$ cat config.mk
export PLATFORM = sky130hd
export DESIGN_NAME = vga_board_arbiter
export DESIGN_NICKNAME = d
export VERILOG_FILES = /design/src/rtl/vga_board_arbiter.sv
export SDC_FILE = /design/constraint.sdc
export NUM_CORES = 1
export LEC_CHECK = 0
export BUFFER_PORTS_ARGS = -buffer_cell sky130_fd_sc_hd__buf_4
export CORE_MARGIN = 5
export CORE_UTILIZATION = 35
export DETAILED_ROUTE_END_ITERATION = 6
export SLEW_MARGIN = 20
export SYNTH_ARGS = -nofsm -noshare
export SYNTH_HDL_FRONTEND = slang
export SYNTH_SLANG_ARGS = --single-unit
$ cat constraint.sdc
create_clock -name clk -period 3.65 [get_ports clk]
set_input_delay 0.9125 -clock clk [delete_from_list [all_inputs] [get_ports clk]]
set_output_delay 0.9125 -clock clk [all_outputs]
set_load 0.005 [all_outputs]
$ cat src/rtl/vga_board_arbiter.sv
// Board RAM arbiter: scan-out > clear > game (read/write round-robin).
// Scan and game reads return data two cycles after the request edge.
module vga_board_arbiter #(
  parameter int CELLS          = 200,
  parameter int ADDR_W         = 8,
  parameter int DATA_W         = 3,
  parameter bit WR_VBLANK_ONLY = 1'b1
) (
  input  logic              clk,
  input  logic              rst_n,
  input  logic              vblank,
  input  logic              scan_req,
  input  logic [ADDR_W-1:0] scan_addr,
  output logic              scan_valid,
  output logic [DATA_W-1:0] scan_data,
  input  logic              clr_req,
  output logic              clr_busy,
  output logic              clr_done,
  input  logic              rd_req,
  input  logic [ADDR_W-1:0] rd_addr,
  output logic              rd_ack,
  output logic [DATA_W-1:0] rd_data,
  input  logic              wr_req,
  input  logic [ADDR_W-1:0] wr_addr,
  input  logic [DATA_W-1:0] wr_data,
  output logic              wr_ack,
  output logic [ADDR_W-1:0] mem_addr,
  output logic              mem_we,
  output logic [DATA_W-1:0] mem_wdata,
  input  logic [DATA_W-1:0] mem_rdata
);

  localparam logic [ADDR_W:0]   LIMIT = (ADDR_W+1)'(CELLS);
  localparam logic [ADDR_W-1:0] LAST  = ADDR_W'(CELLS - 1);

  logic              in_flight;
  logic              last_wr;
  logic [ADDR_W-1:0] clr_idx;
  logic              t1_scan, t1_rd, t1_oor;
  logic              t2_scan, t2_rd, t2_oor;

  logic wr_gate, game_ok, rd_elig, wr_elig;
  logic clr_go, rd_win, wr_win;
  logic scan_oor, rd_oor, wr_oor;

  // Slot eligibility and round-robin choice between game ports
  always_comb begin
    wr_gate  = WR_VBLANK_ONLY ? vblank : 1'b1;
    game_ok  = !scan_req && !clr_busy;
    rd_elig  = game_ok && rd_req && !in_flight && !rd_ack;
    wr_elig  = game_ok && wr_req && !wr_ack && wr_gate;
    clr_go   = !scan_req && clr_busy && wr_gate;
    rd_win   = rd_elig && (!wr_elig || last_wr);
    wr_win   = wr_elig && !rd_win;
    scan_oor = {1'b0, scan_addr} >= LIMIT;
    rd_oor   = {1'b0, rd_addr} >= LIMIT;
    wr_oor   = {1'b0, wr_addr} >= LIMIT;
  end

  // Grant one RAM slot per cycle and drive the registered RAM port
  always_ff @(posedge clk or negedge rst_n) begin
    if (!rst_n) begin
      mem_addr  <= '0;
      mem_we    <= 1'b0;
      mem_wdata <= '0;
      wr_ack    <= 1'b0;
      clr_busy  <= 1'b0;
      clr_done  <= 1'b0;
      clr_idx   <= '0;
      in_flight <= 1'b0;
      last_wr   <= 1'b1;
      t1_scan   <= 1'b0;
      t1_rd     <= 1'b0;
      t1_oor    <= 1'b0;
    end else begin
      mem_addr  <= '0;
      mem_we    <= 1'b0;
      mem_wdata <= '0;
      wr_ack    <= 1'b0;
      clr_done  <= 1'b0;
      t1_scan   <= 1'b0;
      t1_rd     <= 1'b0;
      t1_oor    <= 1'b0;
      if (t2_rd)
        in_flight <= 1'b0;
      if (scan_req) begin
        mem_addr <= scan_addr;
        t1_scan  <= 1'b1;
        t1_oor   <= scan_oor;
      end else if (clr_go) begin
        mem_addr <= clr_idx;
        mem_we   <= 1'b1;
        clr_idx  <= clr_idx + 1'b1;
        if (clr_idx == LAST) begin
          clr_busy <= 1'b0;
          clr_done <= 1'b1;
          clr_idx  <= '0;
        end
      end else if (rd_win) begin
        mem_addr  <= rd_addr;
        t1_rd     <= 1'b1;
        t1_oor    <= rd_oor;
        in_flight <= 1'b1;
        last_wr   <= 1'b0;
      end else if (wr_win) begin
        mem_addr  <= wr_addr;
        mem_we    <= !wr_oor;
        mem_wdata <= wr_oor ? '0 : wr_data;
        wr_ack    <= 1'b1;
        last_wr   <= 1'b1;
      end
      if (!clr_busy && clr_req) begin
        clr_busy <= 1'b1;
        clr_idx  <= '0;
      end
    end
  end

  // Return path: wait out the RAM latency, then present read data
  always_ff @(posedge clk or negedge rst_n) begin
    if (!rst_n) begin
      t2_scan    <= 1'b0;
      t2_rd      <= 1'b0;
      t2_oor     <= 1'b0;
      scan_valid <= 1'b0;
      scan_data  <= '0;
      rd_ack     <= 1'b0;
      rd_data    <= '0;
    end else begin
      t2_scan    <= t1_scan;
      t2_rd      <= t1_rd;
      t2_oor     <= t1_oor;
      scan_valid <= t2_scan;
      scan_data  <= (t2_scan && !t2_oor) ? mem_rdata : '0;
      rd_ack     <= t2_rd;
      rd_data    <= (t2_rd && !t2_oor) ? mem_rdata : '0;
    end
  end

endmodule

### After elaboration in Yosys (flattened, before gate mapping)

Cells that the tools add are included.

| word-level totals | value |
|---|---|
| bits in registers | 39 |
| word-level logic and storage cells | 100 |
| output and inout port bits | 23 |

| cells by class | value |
|---|---|
| multiplexer cells | 43 |
| eq/ne operators | 2 |
| magnitude comparators | 3 |
| reductions and logical operators | 30 |
| bitwise logic cells | 2 |
| add/sub/neg operators | 1 |

Operators by type and width:

| kind | count |
|---|---|
| $mux 8 | 8 |
| $mux 1 | 28 |
| $ge 8x8->1 const B | 3 |
| $mux 3 | 7 |
| $logic_and 1x1->1 | 14 |
| $logic_not 1->1 | 9 |
| $add 8x1->8 const B | 1 |
| $eq 8x8->1 const B | 1 |
| $reduce_and 3->1 | 2 |
| $reduce_bool 2->1 | 3 |
| $ne 2x1->1 const B | 1 |
| $not 1->1 | 2 |
| $reduce_and 2->1 | 1 |
| $logic_or 1x1->1 | 1 |

### Longest topological paths before layout

| logic depth | value |
|---|---|
| word-level depth | 14 |
| gate-level depth with buffers | 6 |
| gate-level depth less buffers | 5 |

### Least setup slack after synthesis

No wires, ideal clock.

| timing | value |
|---|---|
| kind | input to register |
| from | input scan_req |
| to | register mem_addr[5] |
| data required time | 3560 ps |
| setup time | 90 ps |
| stages | 5 |
| data arrival time | 1729 ps |
| path slack | 1832 ps |
| cells stage by stage | buf_4 -> nor4_4 -> buf_6 -> o211ai_1 -> o2111ai_1 |

| on the way | value |
|---|---|
| cells in the longest elaborated chain, start to end | 14 |
| elaborated cells between the ends (all ways) | 19 |
| classes of those cells | 4 x mux; 15 x reduce/logical |

RTL lines:

| item | RTL line | source |
|---|---|---|
| from (decl) | 12 | `input logic scan_req,` |
| $logic_not 1->1 | 49, 52 |  |
| $logic_and 1x1->1 | 49 | `game_ok = !scan_req && !clr_busy;` |
| $logic_and 1x1->1 (3 in series) | 51 | `wr_elig = game_ok && wr_req && !wr_ack && wr_gate;` |
| $logic_not 1->1 | 53 | `rd_win = rd_elig && (!wr_elig \|\| last_wr);` |
| $logic_or 1x1->1 | 53 |  |
| $logic_and 1x1->1 | 53 |  |
| $logic_not 1->1 | 54 | `wr_win = wr_elig && !rd_win;` |
| $logic_and 1x1->1 | 54 |  |
| $mux 8 | 105 | `end else if (wr_win) begin` |
| $mux 8 | 99 | `end else if (rd_win) begin` |
| $mux 8 | 90 | `end else if (clr_go) begin` |
| $mux 8 * | 86 | `if (scan_req) begin` |
| to (signal assigned) | 87 | `mem_addr <= scan_addr;` |
| to (signal assigned) | 91 | `mem_addr <= clr_idx;` |
| to (signal assigned) | 100 | `mem_addr <= rd_addr;` |
| to (decl) | 27 | `output logic [ADDR_W-1:0] mem_addr,` |

Mark *: on every way between the ends. The rest lies on a longest branch, timed or not.
A chain may end at the register's enable or synchronous reset.

### Worst setup path after layout

| timing | value |
|---|---|
| from | register clr_busy |
| to | output clr_busy |

RTL lines:

| item | RTL line | source |
|---|---|---|
| from (decl) | 17 | `output logic clr_busy,` |
| from (signal assigned) | 67 | `clr_busy <= 1'b0;` |
| from (signal assigned) | 95 | `clr_busy <= 1'b0;` |
| from (signal assigned) | 113 | `clr_busy <= 1'b1;` |

No word-level cell between the ends.

==> out/results.md <==
Outcome
- **result of the run** finished, final reports clean

Timing
- **total count of hold-check failures in the final report** 0
- **final critical-path setup slack** 1.660 ns
- **Period Utilization, post-route** 0.5451
- **final sum of negative setup slack** 0 ns
- **pin slew with the least headroom to its limit** 0.6716 ns
- **setup repair after global routing missed its margin** false
- **count of pins over their slew limit** 0
- **headroom to the max-slew limit** 0.5489
- **Min Clock Period, post-route** 1.990 ns
- **maximum clock frequency** 502.6 MHz
- **Worst Skew** 0.008932 ns
- **final setup violation count** 0

Clocking
- **maximum root-to-sink buffer count** 2
- **Num CTS Buffers** 5
- **post-CTS setup repair buffer count** 0
- **clock input transition at the sequential cells of the worst setup and hold paths** 0.08 ns
- **cts repair resizes** 0
- **TritonCTS clock tree** done
- **Clock Sinks** 39
- **number of buffers inserted for hold repair after clock tree synthesis** 0
- **Root Buffer** clkbuf_8
- **htree depth** 2
- **clock latency on the worst-skew pair** 0.29 ns

Final layout
- **share of post-route cells with drive strength above 1** 0.3395
- **commonest non-fill, non-tap cells in the layout** buf_4 (59), dfrtp_1 (38), nand2_1 (24)
- **number of inserted diodes** 0
- **Final Instance Count excl. Fillers** 282
- **core utilization of the finished layout** 0.4903
- **number of fill cells** 478
- **count of nets after finishing** 252
- **most frequent standard cell in the layout excluding fill and tap cells** buf_4
- **signed area change from the synthesized netlist to the final layout** 35.59%

Worst setup path
- **category of cells accounting for the largest share of critical-path delay** flip-flops
- **crit path DAT** 1.08 ns
- **cell at the slowest stage of the critical path** dfrtp_1
- **critical path's largest stage delay** 0.60 ns
- **Critical Path Fanout Max** 11
- **Startpoint Class** flip-flop
- **Worst Setup Path Type** reg -> out
- **critical path cell sequence** buf_4
- **capturing element type of the critical path** primary output
- **data required time at the worst endpoint** 2.74 ns
- **buffering stage count on the worst path with inverters included** 1

Hold path
- **class of the most critical hold timing path** reg -> reg

Route
- **wire length reported by the detailed router** 4371 microns
- **post-route ant nets** 0
- **DRC Markers** 0
- **average via count per standard cell** 5.085
- **via count** 1434
- **mean routed wirelength per cell** 15.50 microns
- **number of DRC violations after detailed-routing iteration 0** 70
- **drt pass-1 iters** 4

Pwr
- **static leakage** 1.120 nW
- **Max IR drop VDD** 0.0002786 V
- **Design Power** 1.108 mW
- **pwr/cell area** 475.5 nW/um^2

Yosys
- **Synthesis Warnings** 0
- **synthesized instance count** 155
- **sequential element share of the synthesized area** 0.5684
- **synthesized area divided by synthesized cell count** 11.09 sq um
- **commonest register cell after synthesis** dfrtp_1
- **netlist area before placement** 1719 sq um
- **Mapped Nets** 193
- **number of library cell types mapped by synthesis** 42
- **post-synthesis async set-or-reset flop share** 1.000
- **#FFs+latches synth** 39
- **number of enable flip-flop cells after synthesis** 0

Placement
- **placer's final routability congestion estimate** 0.7835
- **final HPWL from detailed placement** 3291 microns
- **Placement Setup Slack** 1.427 ns
- **placed instance count** 274
- **Port Buffer Count** 59

Die
- **total die area** 6414 sq um
- **vertical die dimension** 80.09 microns
- **core region area** 4755 sq um
- **Starting Density** 0.3616
- **total number of placement rows** 25
- **Die Span X** 80.09 microns
- **boundary pin count** 60

Global routing
- **number of global-route vias before repair** 1444
- **global-route wire length before repair** 7072 microns
- **overflow left after global routing** 0
- **largest net degree at the start of global routing** 40
- **gr usage total** 0.1462
- **initial antenna violation count** 0

Run
- **count of max-cap constraint violations** 0

[flip-flops by register name, summed over array words and instances, names as in the netlist, 3 cells and up]
register,count
clr_idx,8
mem_addr,8
mem_wdata,3
rd_data,3
scan_data,3
[area by class of cell]
class                   instances  area (sq um)  area share
inverters                       2         7.507    0.003221
well taps                      67         83.83     0.03596
clock inverters                 2         60.06     0.02576
multi-input cells             107         686.9      0.2947
flip-flops and latches         39         977.2      0.4192
clock buffers                   6         72.57     0.03113
repair buffers                 59         442.9      0.1900
[where the power goes]
part / internal (mW) / switching, mW
sequential: 0.476 / 0.0575
combinational: 0.0827 / 0.0710
clock: 0.273 / 0.148
total: 0.832 / 0.276
[kinds of logic (layout without fill, tap and decap cells)]
| group | after synthesis | after routing | synth area share |
|---|---|---|---|
| DFF | 39 | 39 | 0.5684 |
| AOI/OAI and AO/OA | 29 | 29 | 0.1361 |
| xor gates and xnor gates | 5 | 5 | 0.02547 |
| adders and majority gates | 1 | 1 | 0.007277 |
| and+or+nand+nor | 72 | 72 | 0.2307 |
| buffers and inverters | 9 | 69 | 0.03202 |
[per-stage QoR]
step / area [sq um] / hold slack [ns]
6_report: 2331 / 0.3465
2_1_floorplan: 1719 / 0.3312
3_5_place_dp: 2198 / 0.3362
3_3_place_gp: 2198 / 0.3323
5_1_grt: 2331 / 0.3683
4_1_cts: 2331 / 0.3521
[cell usage after synthesis (2+ instances only)]
cell type / instances / area, sq um
nor2b_1: 2 / 12.51
inv_1: 2 / 7.510
o211ai_1: 7 / 52.55
buf_2: 2 / 10.01
nand3_1: 8 / 40.04
nand2_1: 24 / 90.09
and2_1: 6 / 37.54
o22ai_1: 2 / 12.51
nor2_1: 11 / 41.29
xor2_1: 4 / 35.03
dfrtp_1: 38 / 950.9
a21o_1: 2 / 15.01
nor3_1: 3 / 15.01
o311ai_0: 2 / 17.52
buf_4: 3 / 22.52
and3_1: 5 / 31.28
o2111ai_1: 9 / 78.83
[routing by layer]
metal | wire (microns) | up-vias | track usage
met4 | 75 | 0 | 0.07939
li1 | - | 679 | -
met2 | 2272 | 37 | 0.2425
met1 | 1810 | 712 | 0.1730
met3 | 212 | 6 | 0.03587
met5 | 0 | - | 0
[final timing paths]
path                                     to  slack (ns)  startpoint  cells past startpoint
worst max-delay path               clr_busy        1.66    clr_busy                      1
worst min-delay path                  t2_rd        0.35       t1_rd                      0
worst max register to register  mem_addr[3]        1.99      wr_ack                      4
worst min register to register        t2_rd        0.35       t1_rd                      0
max in group asynchronous           last_wr        2.72       rst_n                      1
min in group asynchronous       mem_addr[5]        0.58       rst_n                      1
Power figures use the tool's default switching activity.
